**config.mk**
```make
export PLATFORM = sky130hd
export DESIGN_NAME = freq_meter
export DESIGN_NICKNAME = d
export VERILOG_FILES = /design/src/rtl/freq_meter_pkg.sv /design/src/rtl/freq_meter_sync_edge_detect.sv /design/src/rtl/freq_meter.sv
export SDC_FILE = /design/constraint.sdc
export NUM_CORES = 1
export LEC_CHECK = 0
export CAP_MARGIN = 20
export CORE_MARGIN = 5
export CORE_UTILIZATION = 52
export DETAILED_ROUTE_END_ITERATION = 10
export PLACE_DENSITY = 0.72
export SLEW_MARGIN = 20
export SYNTH_ARGS = -nofsm -noshare
export SYNTH_HDL_FRONTEND = slang
export SYNTH_HIERARCHICAL = 1
export SYNTH_SLANG_ARGS = --single-unit
```
**constraint.sdc**
```tcl
create_clock -name speed_clock -period 3.3 [get_ports speed_clock]
set_input_delay 0.66 -clock speed_clock [delete_from_list [all_inputs] [get_ports speed_clock]]
set_output_delay 0.66 -clock speed_clock [all_outputs]
set_load 0.05 [all_outputs]
```
**src/rtl/freq_meter_pkg.sv**
```systemverilog
// Shared constants, FSM state encoding and sizing helper for the frequency meter.
package freq_meter_pkg;

   localparam int unsigned DEFAULT_GATE_CYCLES = 32'd50000000;
   localparam int unsigned DEFAULT_EDGE_W      = 32'd27;

   typedef enum logic [1:0] {
      ST_IDLE    = 2'd0,
      ST_MEASURE = 2'd1,
      ST_DONE    = 2'd2
   } state_e;

   // Gate counter width; a one-cycle window still needs a one-bit counter.
   function automatic int unsigned gate_width(input int unsigned cycles);
      return (cycles > 32'd1) ? $clog2(cycles) : 32'd1;
   endfunction

endpackage

```
**src/rtl/freq_meter_sync_edge_detect.sv**
```systemverilog
// Two-flop synchronizer plus previous-value register; emits a one-cycle rise pulse.
module sync_edge_detect (
   input  logic speed_clock,
   input  logic reset,
   input  logic async_in,
   output logic rise
);

   logic sync1_q;
   logic sync2_q;
   logic prev_q;

   // Synchronizer chain and delayed copy for edge detection
   always_ff @(posedge speed_clock or posedge reset) begin
      if (reset) begin
         sync1_q <= 1'b0;
         sync2_q <= 1'b0;
         prev_q  <= 1'b0;
      end else begin
         sync1_q <= async_in;
         sync2_q <= sync1_q;
         prev_q  <= sync2_q;
      end
   end

   assign rise = sync2_q & ~prev_q;

endmodule

```
**src/rtl/freq_meter.sv**
```systemverilog
// Gated frequency meter: counts sig_in rising edges over GATE_CYCLES clocks.
module freq_meter
   import freq_meter_pkg::*;
#(
   parameter int unsigned GATE_CYCLES = DEFAULT_GATE_CYCLES,
   parameter int unsigned EDGE_W      = DEFAULT_EDGE_W
) (
   input  logic              speed_clock,
   input  logic              reset,
   input  logic              sig_in,
   input  logic              start,
   input  logic              continuous,
   output logic [EDGE_W-1:0] freq_count,
   output logic              valid,
   output logic              busy,
   output logic              overflow
);

   localparam int unsigned       GW        = gate_width(GATE_CYCLES);
   localparam logic [GW-1:0]     GATE_LAST = GW'(GATE_CYCLES - 32'd1);
   localparam logic [GW-1:0]     GATE_ONE  = GW'(32'd1);
   localparam logic [EDGE_W-1:0] EDGE_MAX  = {EDGE_W{1'b1}};
   localparam logic [EDGE_W-1:0] EDGE_ONE  = EDGE_W'(32'd1);

   state_e            state_q, state_d;
   logic [GW-1:0]     gate_q, gate_d;
   logic [EDGE_W-1:0] edge_q, edge_d;
   logic [EDGE_W-1:0] freq_q, freq_d;
   logic              sat_q, sat_d;
   logic              valid_q, valid_d;
   logic              busy_q, busy_d;
   logic              ovf_q, ovf_d;
   logic              rise_s;

   sync_edge_detect u_sync (
      .speed_clock (speed_clock),
      .reset       (reset),
      .async_in    (sig_in),
      .rise        (rise_s)
   );

   // Next-state logic; results are captured on the MEASURE->DONE transition so
   // they are visible on the outputs exactly during the DONE cycle.
   always_comb begin
      state_d = state_q;
      gate_d  = gate_q;
      edge_d  = edge_q;
      sat_d   = sat_q;
      freq_d  = freq_q;
      ovf_d   = ovf_q;
      valid_d = 1'b0;
      case (state_q)
         ST_IDLE: begin
            if (start) begin
               state_d = ST_MEASURE;
               gate_d  = {GW{1'b0}};
               edge_d  = {EDGE_W{1'b0}};
               sat_d   = 1'b0;
            end else begin
               state_d = ST_IDLE;
            end
         end
         ST_MEASURE: begin
            gate_d = gate_q + GATE_ONE;
            if (rise_s) begin
               if (edge_q == EDGE_MAX) begin
                  sat_d = 1'b1;
               end else begin
                  edge_d = edge_q + EDGE_ONE;
               end
            end else begin
               edge_d = edge_q;
            end
            // The final window cycle still counts its edge before capture
            if (gate_q == GATE_LAST) begin
               state_d = ST_DONE;
               gate_d  = {GW{1'b0}};
               freq_d  = edge_d;
               ovf_d   = sat_d;
               valid_d = 1'b1;
            end else begin
               state_d = ST_MEASURE;
            end
         end
         ST_DONE: begin
            if (continuous) begin
               state_d = ST_MEASURE;
               gate_d  = {GW{1'b0}};
               edge_d  = {EDGE_W{1'b0}};
               sat_d   = 1'b0;
            end else begin
               state_d = ST_IDLE;
            end
         end
         default: begin
            state_d = ST_IDLE;
         end
      endcase
      busy_d = (state_d != ST_IDLE);
   end

   // State and output registers
   always_ff @(posedge speed_clock or posedge reset) begin
      if (reset) begin
         state_q <= ST_IDLE;
         gate_q  <= {GW{1'b0}};
         edge_q  <= {EDGE_W{1'b0}};
         sat_q   <= 1'b0;
         freq_q  <= {EDGE_W{1'b0}};
         ovf_q   <= 1'b0;
         valid_q <= 1'b0;
         busy_q  <= 1'b0;
      end else begin
         state_q <= state_d;
         gate_q  <= gate_d;
         edge_q  <= edge_d;
         sat_q   <= sat_d;
         freq_q  <= freq_d;
         ovf_q   <= ovf_d;
         valid_q <= valid_d;
         busy_q  <= busy_d;
      end
   end

   assign freq_count = freq_q;
   assign overflow   = ovf_q;
   assign valid      = valid_q;
   assign busy       = busy_q;

endmodule

```
======== After elaboration in Yosys (flattened, before gate mapping) ========
Cells that the tools add are included.
word-level totals
  flip-flop bits (word level) ............. 89
  input bits .............................. 5
  output and inout port bits .............. 30
  logic and storage cells ................. 46
cells by class
  $add $sub $neg .......................... 2
  equality and inequality tests ........... 6
  multiplexer cells ....................... 20
  bitwise gates (word level) .............. 2
  reductions and logical operators ........ 5
operator list
  operator                                        count
  two-way mux 27 bit                              4
  one-hot mux 27 bit (3 select lines)             1
  two-way mux 26 bit                              3
  one-hot mux 26 bit (3 select lines)             1
  adder 27 x 1 -> 27 bit (second input constant)  1
  == test 27 bit (second input constant)          1
  adder 26 x 1 -> 26 bit (second input constant)  1
  == test 26 bit (second input constant)          1
  two-way mux 1 bit                               8
  one-hot mux 2 bit (3 select lines)              1
  != test 2 bit (second input constant)           2
  one-hot mux 1 bit (3 select lines)              1
  AND reduction 3 bit                             1
  nonzero test 3 bit                              1
  == test 2 x 1 -> 1 bit (second input constant)  1
  == test 2 bit (second input constant)           1
  zero test 2 bit                                 1
  two-way mux 2 bit                               1
  AND reduction 2 bit                             1
  nonzero test 2 bit                              1
  AND 1 bit                                       1
  inverter 1 bit                                  1

======== Logic depth before layout (Yosys ltp) ========
  depth after elaboration ................. 4
  mapped depth ............................ 9
  mapped depth without buffers ............ 8

======== Modules after synthesis ========
The synthesis kept the hierarchy.
by module, submodules not included
  module            instances  cells each  area an instance (sq um)  sequential area each (sq um)
  freq_meter        1          480         4365.4                    2152.1
  sync_edge_detect  1          5           92.6                      75.1

======== Worst setup path after synthesis ========
Ideal clock, no wire load.
  path kind ............................... flip-flop to flip-flop
  start point ............................. register edge_q[0]
  end point ............................... register freq_q[17], in the netlist freq_count[17]
  library setup time ...................... 0.130 ns
  arrival ................................. 1.986 ns
  data required time ...................... 3.170 ns
  slack ................................... 1.183 ns
  stages on the path, launching flop included .. 9
  buffers on the path ..................... 1
  period minus slack after synthesis ...... 2.117 ns
  cell sequence ........................... dfrtp_1 ha_1 nand3_1 or3_1 o311a_1 buf_6 and4_4 xnor2_1 o21ai_1
between the ends
  longest elaborated chain between the ends .. 3
  elaborated cells on any way between the ends .. 4
  those cells by class .................... add/sub: 1; eq/ne: 1; mux: 2
ends and longest elaborated chain
  what                                                      line                                source
  from (decl)                                               freq_meter.sv:27                    logic [EDGE_W-1:0] edge_q, edge_d;
  from (signal assigned)                                    freq_meter.sv:107                   edge_q <= {EDGE_W{1'b0}};
  from (signal assigned)                                    freq_meter.sv:116                   edge_q <= edge_d;
  adder 27 x 1 -> 27 bit or == test 27 bit (tied branches)  freq_meter.sv:69, freq_meter.sv:66
  two-way mux 27 bit *                                      freq_meter.sv:66                    if (edge_q == EDGE_MAX) begin
  two-way mux 27 bit *                                      freq_meter.sv:65                    if (rise_s) begin
  to (signal assigned)                                      freq_meter.sv:109                   freq_q <= {EDGE_W{1'b0}};
  to (signal assigned)                                      freq_meter.sv:118                   freq_q <= freq_d;
  to (decl)                                                 freq_meter.sv:28                    logic [EDGE_W-1:0] freq_q, freq_d;
Mark *: on every way between the ends. The rest lies on a longest branch, timed or not.
A chain may end at the register's enable or synchronous reset.

======== Worst setup path after layout ========
Same ends and word-level chain as after synthesis.

==> results.json <==
{
  "ctsHtreeMaxLevel": 3,
  "cts.repair.resized": 0,
  "layout_commonest_cell": "dfrtp_1",
  "gp_congestion": 0.921,
  "cts.sink_count": 89,
  "die_w_um": 103,
  "initial_core_util_pct": 53.7,
  "min_delay_path_depth": 0,
  "numCtsBuffers": 9,
  "synth_cell_types": 58,
  "cp_top_family": "simple AND/OR/NAND/NOR gates",
  "synthCells": 485,
  "num_vias": 3724,
  "place_inst": 614,
  "timing.rr.start": "edge_q[0]",
  "syn_nets": 492,
  "dpl.hpwl_um": 6930,
  "whs_ps": 355,
  "synth_ff_type": "dfrtp_1",
  "synth_edf_count": 0,
  "die_y_um": 103,
  "cts_root_buf": "clkbuf_8",
  "routedWlPerCell_um": 15.6,
  "fmax_ghz": 0.392,
  "cts_setup_buffers": 0,
  "clk_path_buf_depth": 2,
  "cp_max_fo": 9,
  "drive_gt1_share_pct": 9.37,
  "cts.clk_slew.worst_paths_ps": 90,
  "reg2reg_depth": 7,
  "drtIter0Drc": 208,
  "crit_path_start_kind": "register",
  "arrival_ps": 2790,
  "path_class": "reg -> reg",
  "maxSlewViolCount": 0,
  "whs_endpoint": "u_sync/sync2_q",
  "cp-end-kind": "register",
  "path_cells": "ha_1 > nand3_1 > or3_1 > o311a_1 > and4_4 > xnor2_1 > o21ai_1",
  "clock_skew_ps": 11.6,
  "ys_seq_area_share_pct": 50.0,
  "viasPerCell": 5.93,
  "grt_overflow_total": 0,
  "slowest_stage": "o311a_1",
  "globalRoute.busiestLayer": "met2",
  "setup_viol": 0,
  "core_um2": 8300,
  "syn_avg_cell_area_um2": 9.19,
  "synth_area_um2": 4460,
  "fin_crit_sh_pct": 77.4,
  "finalNetCount": 527,
  "port-buffer-count": 34,
  "tns_ps": 0,
  "ios": 35,
  "final_cell_area_um2": 5150,
  "ant_nets": 0,
  "rsz0062_at_grt": "false",
  "met2_usage_pct": 31.7,
  "cellLeakagePower_nw": 2.17,
  "grt.met3_usage_pct": 3.59,
  "antenna_cells": 0,
  "required_ps": 3540,
  "grt_start_max_net_pins": 43,
  "drt_pass1_iterations": 5,
  "finalHoldViolations": 0,
  "postCtsHoldBufs": 0,
  "antenna_found_initial": 0,
  "reg2reg_slack_ps": 750,
  "relSlewSlack_pct": 51.1,
  "cts_tree": "done",
  "p_total_mw": 2.26,
  "grtUsageTotal_pct": 20.0,
  "power.density_nw_per_um2": 439,
  "dpl_cell_area_um2": 4930,
  "drc": 0,
  "ir_drop_uv": 188,
  "fillers": 686,
  "max_stage_delay_ps": 520,
  "hold_class": "reg -> reg",
  "r2r_end": "freq_count[17]",
  "met1_usage_pct": 27.2,
  "grt_pass1_vias": 3496,
  "min_period_ps": 2550,
  "drt-total-wl_um": 9770,
  "fin_cells": 628,
  "min_from": "u_sync/sync1_q",
  "grt_pass1_wl_um": 16600,
  "maxCapViolCount": 0,
  "rows": 33,
  "ys_warn_count": 6,
  "yosys_register_bits": 89,
  "dieArea_um2": 10500,
  "status": "finished clean",
  "final_cell_mix": "dfrtp_1, nand2_1, nor2_1",
  "tightest_slew_ps": 733,
  "syn2layout_area_growth_pct": 15.5,
  "worst-path-buf-inv": 0,
  "async_flop_share_pct": 100,
  "insertion_delay_ps": 360
}
[through the flow]
| step | worst slack [ps] | utilization [%] |
|---|---|---|
| 3_3_place_gp | 824 | 59.4 |
| 3_5_place_dp | 732 | 59.4 |
| 4_1_cts | 777 | 62.0 |
| 5_1_grt | 586 | 62.0 |
| 2_1_floorplan | 418 | - |
| 6_report | 747 | 62.0 |
[routing by layer]
metal / vias to the layer above / part of all wire (%)
li1: 1794 / -
met1: 1782 / 44
met2: 124 / 48
met3: 24 / 5.6
met4: 0 / 2.4
met5: - / 0
[state kept, by name (all words and copies together), names as in the netlist]
name	count
state_q	2
freq_count	27
u_sync/sync2_q	1
u_sync/prev_q	1
overflow	1
u_sync/sync1_q	1
sat_q	1
gate_q	26
busy	1
edge_q	27
valid	1
[Yosys cell counts (2+ instances only)]
cell / n / area (um2)
and2_1: 4 / 25.0
and4_1: 5 / 43.8
xor2_1: 14 / 123
o22a_1: 3 / 26.3
ha_1: 2 / 25.0
buf_2: 3 / 15.0
inv_1: 11 / 41.3
and4_4: 2 / 22.5
nand3_1: 23 / 115
xnor2_1: 18 / 158
a21oi_1: 32 / 160
o21ai_1: 4 / 20.0
a22o_1: 6 / 52.6
clkbuf_1: 17 / 63.8
nor2_1: 47 / 176
o21ai_0: 46 / 230
nand2b_1: 4 / 25.0
and3_1: 8 / 50.1
nand2_1: 66 / 248
nand4_1: 8 / 50.1
o31ai_1: 8 / 60.1
mux2i_1: 2 / 20.0
dfrtp_1: 89 / 2230
a31oi_1: 14 / 87.6
or3_1: 2 / 12.5
nor4_1: 3 / 18.8
o22ai_1: 3 / 18.8
and3_4: 2 / 22.5
nor3_1: 9 / 45.0
and4_2: 2 / 20.0
[worst max path at each step]
stage	from	to	cells after the start
2_1_floorplan	reset	busy	1
3_3_place_gp	continuous	edge_q[0]	7
3_5_place_dp	continuous	edge_q[0]	7
4_1_cts	edge_q[0]	freq_count[17]	7
5_1_grt	edge_q[1]	freq_count[17]	7
6_report	edge_q[0]	freq_count[17]	7
[area by class of cell]
class                           count  area [um2]  area share (%)
Sequential cell                    89        2230            43.3
Multi-Input combinational cell    362        2090            40.7
Timing Repair Buffer               47         438            8.51
Clock buffer                       11         151            2.94
Tap cell                          105         131            2.55
Clock inverter                      3        65.1            1.26
Inverter                           11        42.5           0.826
[kinds of logic after synthesis]
| logic type | synth area share (%) |
|---|---|
| flip-flops | 50.0 |
| XOR/XNOR | 6.29 |
| AND/OR/NAND/NOR | 22.6 |
| adder cells (fa/ha/maj) | 0.561 |
| buffers and inverters | 3.14 |
| multiplexers | 0.702 |
| AO/OA/AOI/OAI | 16.7 |
[power breakdown]
group	switching [mW]	total, mW	internal [mW]
clock	0.366	0.825	0.459
combinational	0.115	0.206	0.0902
sequential	0.0888	1.23	1.14
total	0.570	2.26	1.69
No activity file was read; power rests on OpenSTA's default activity.
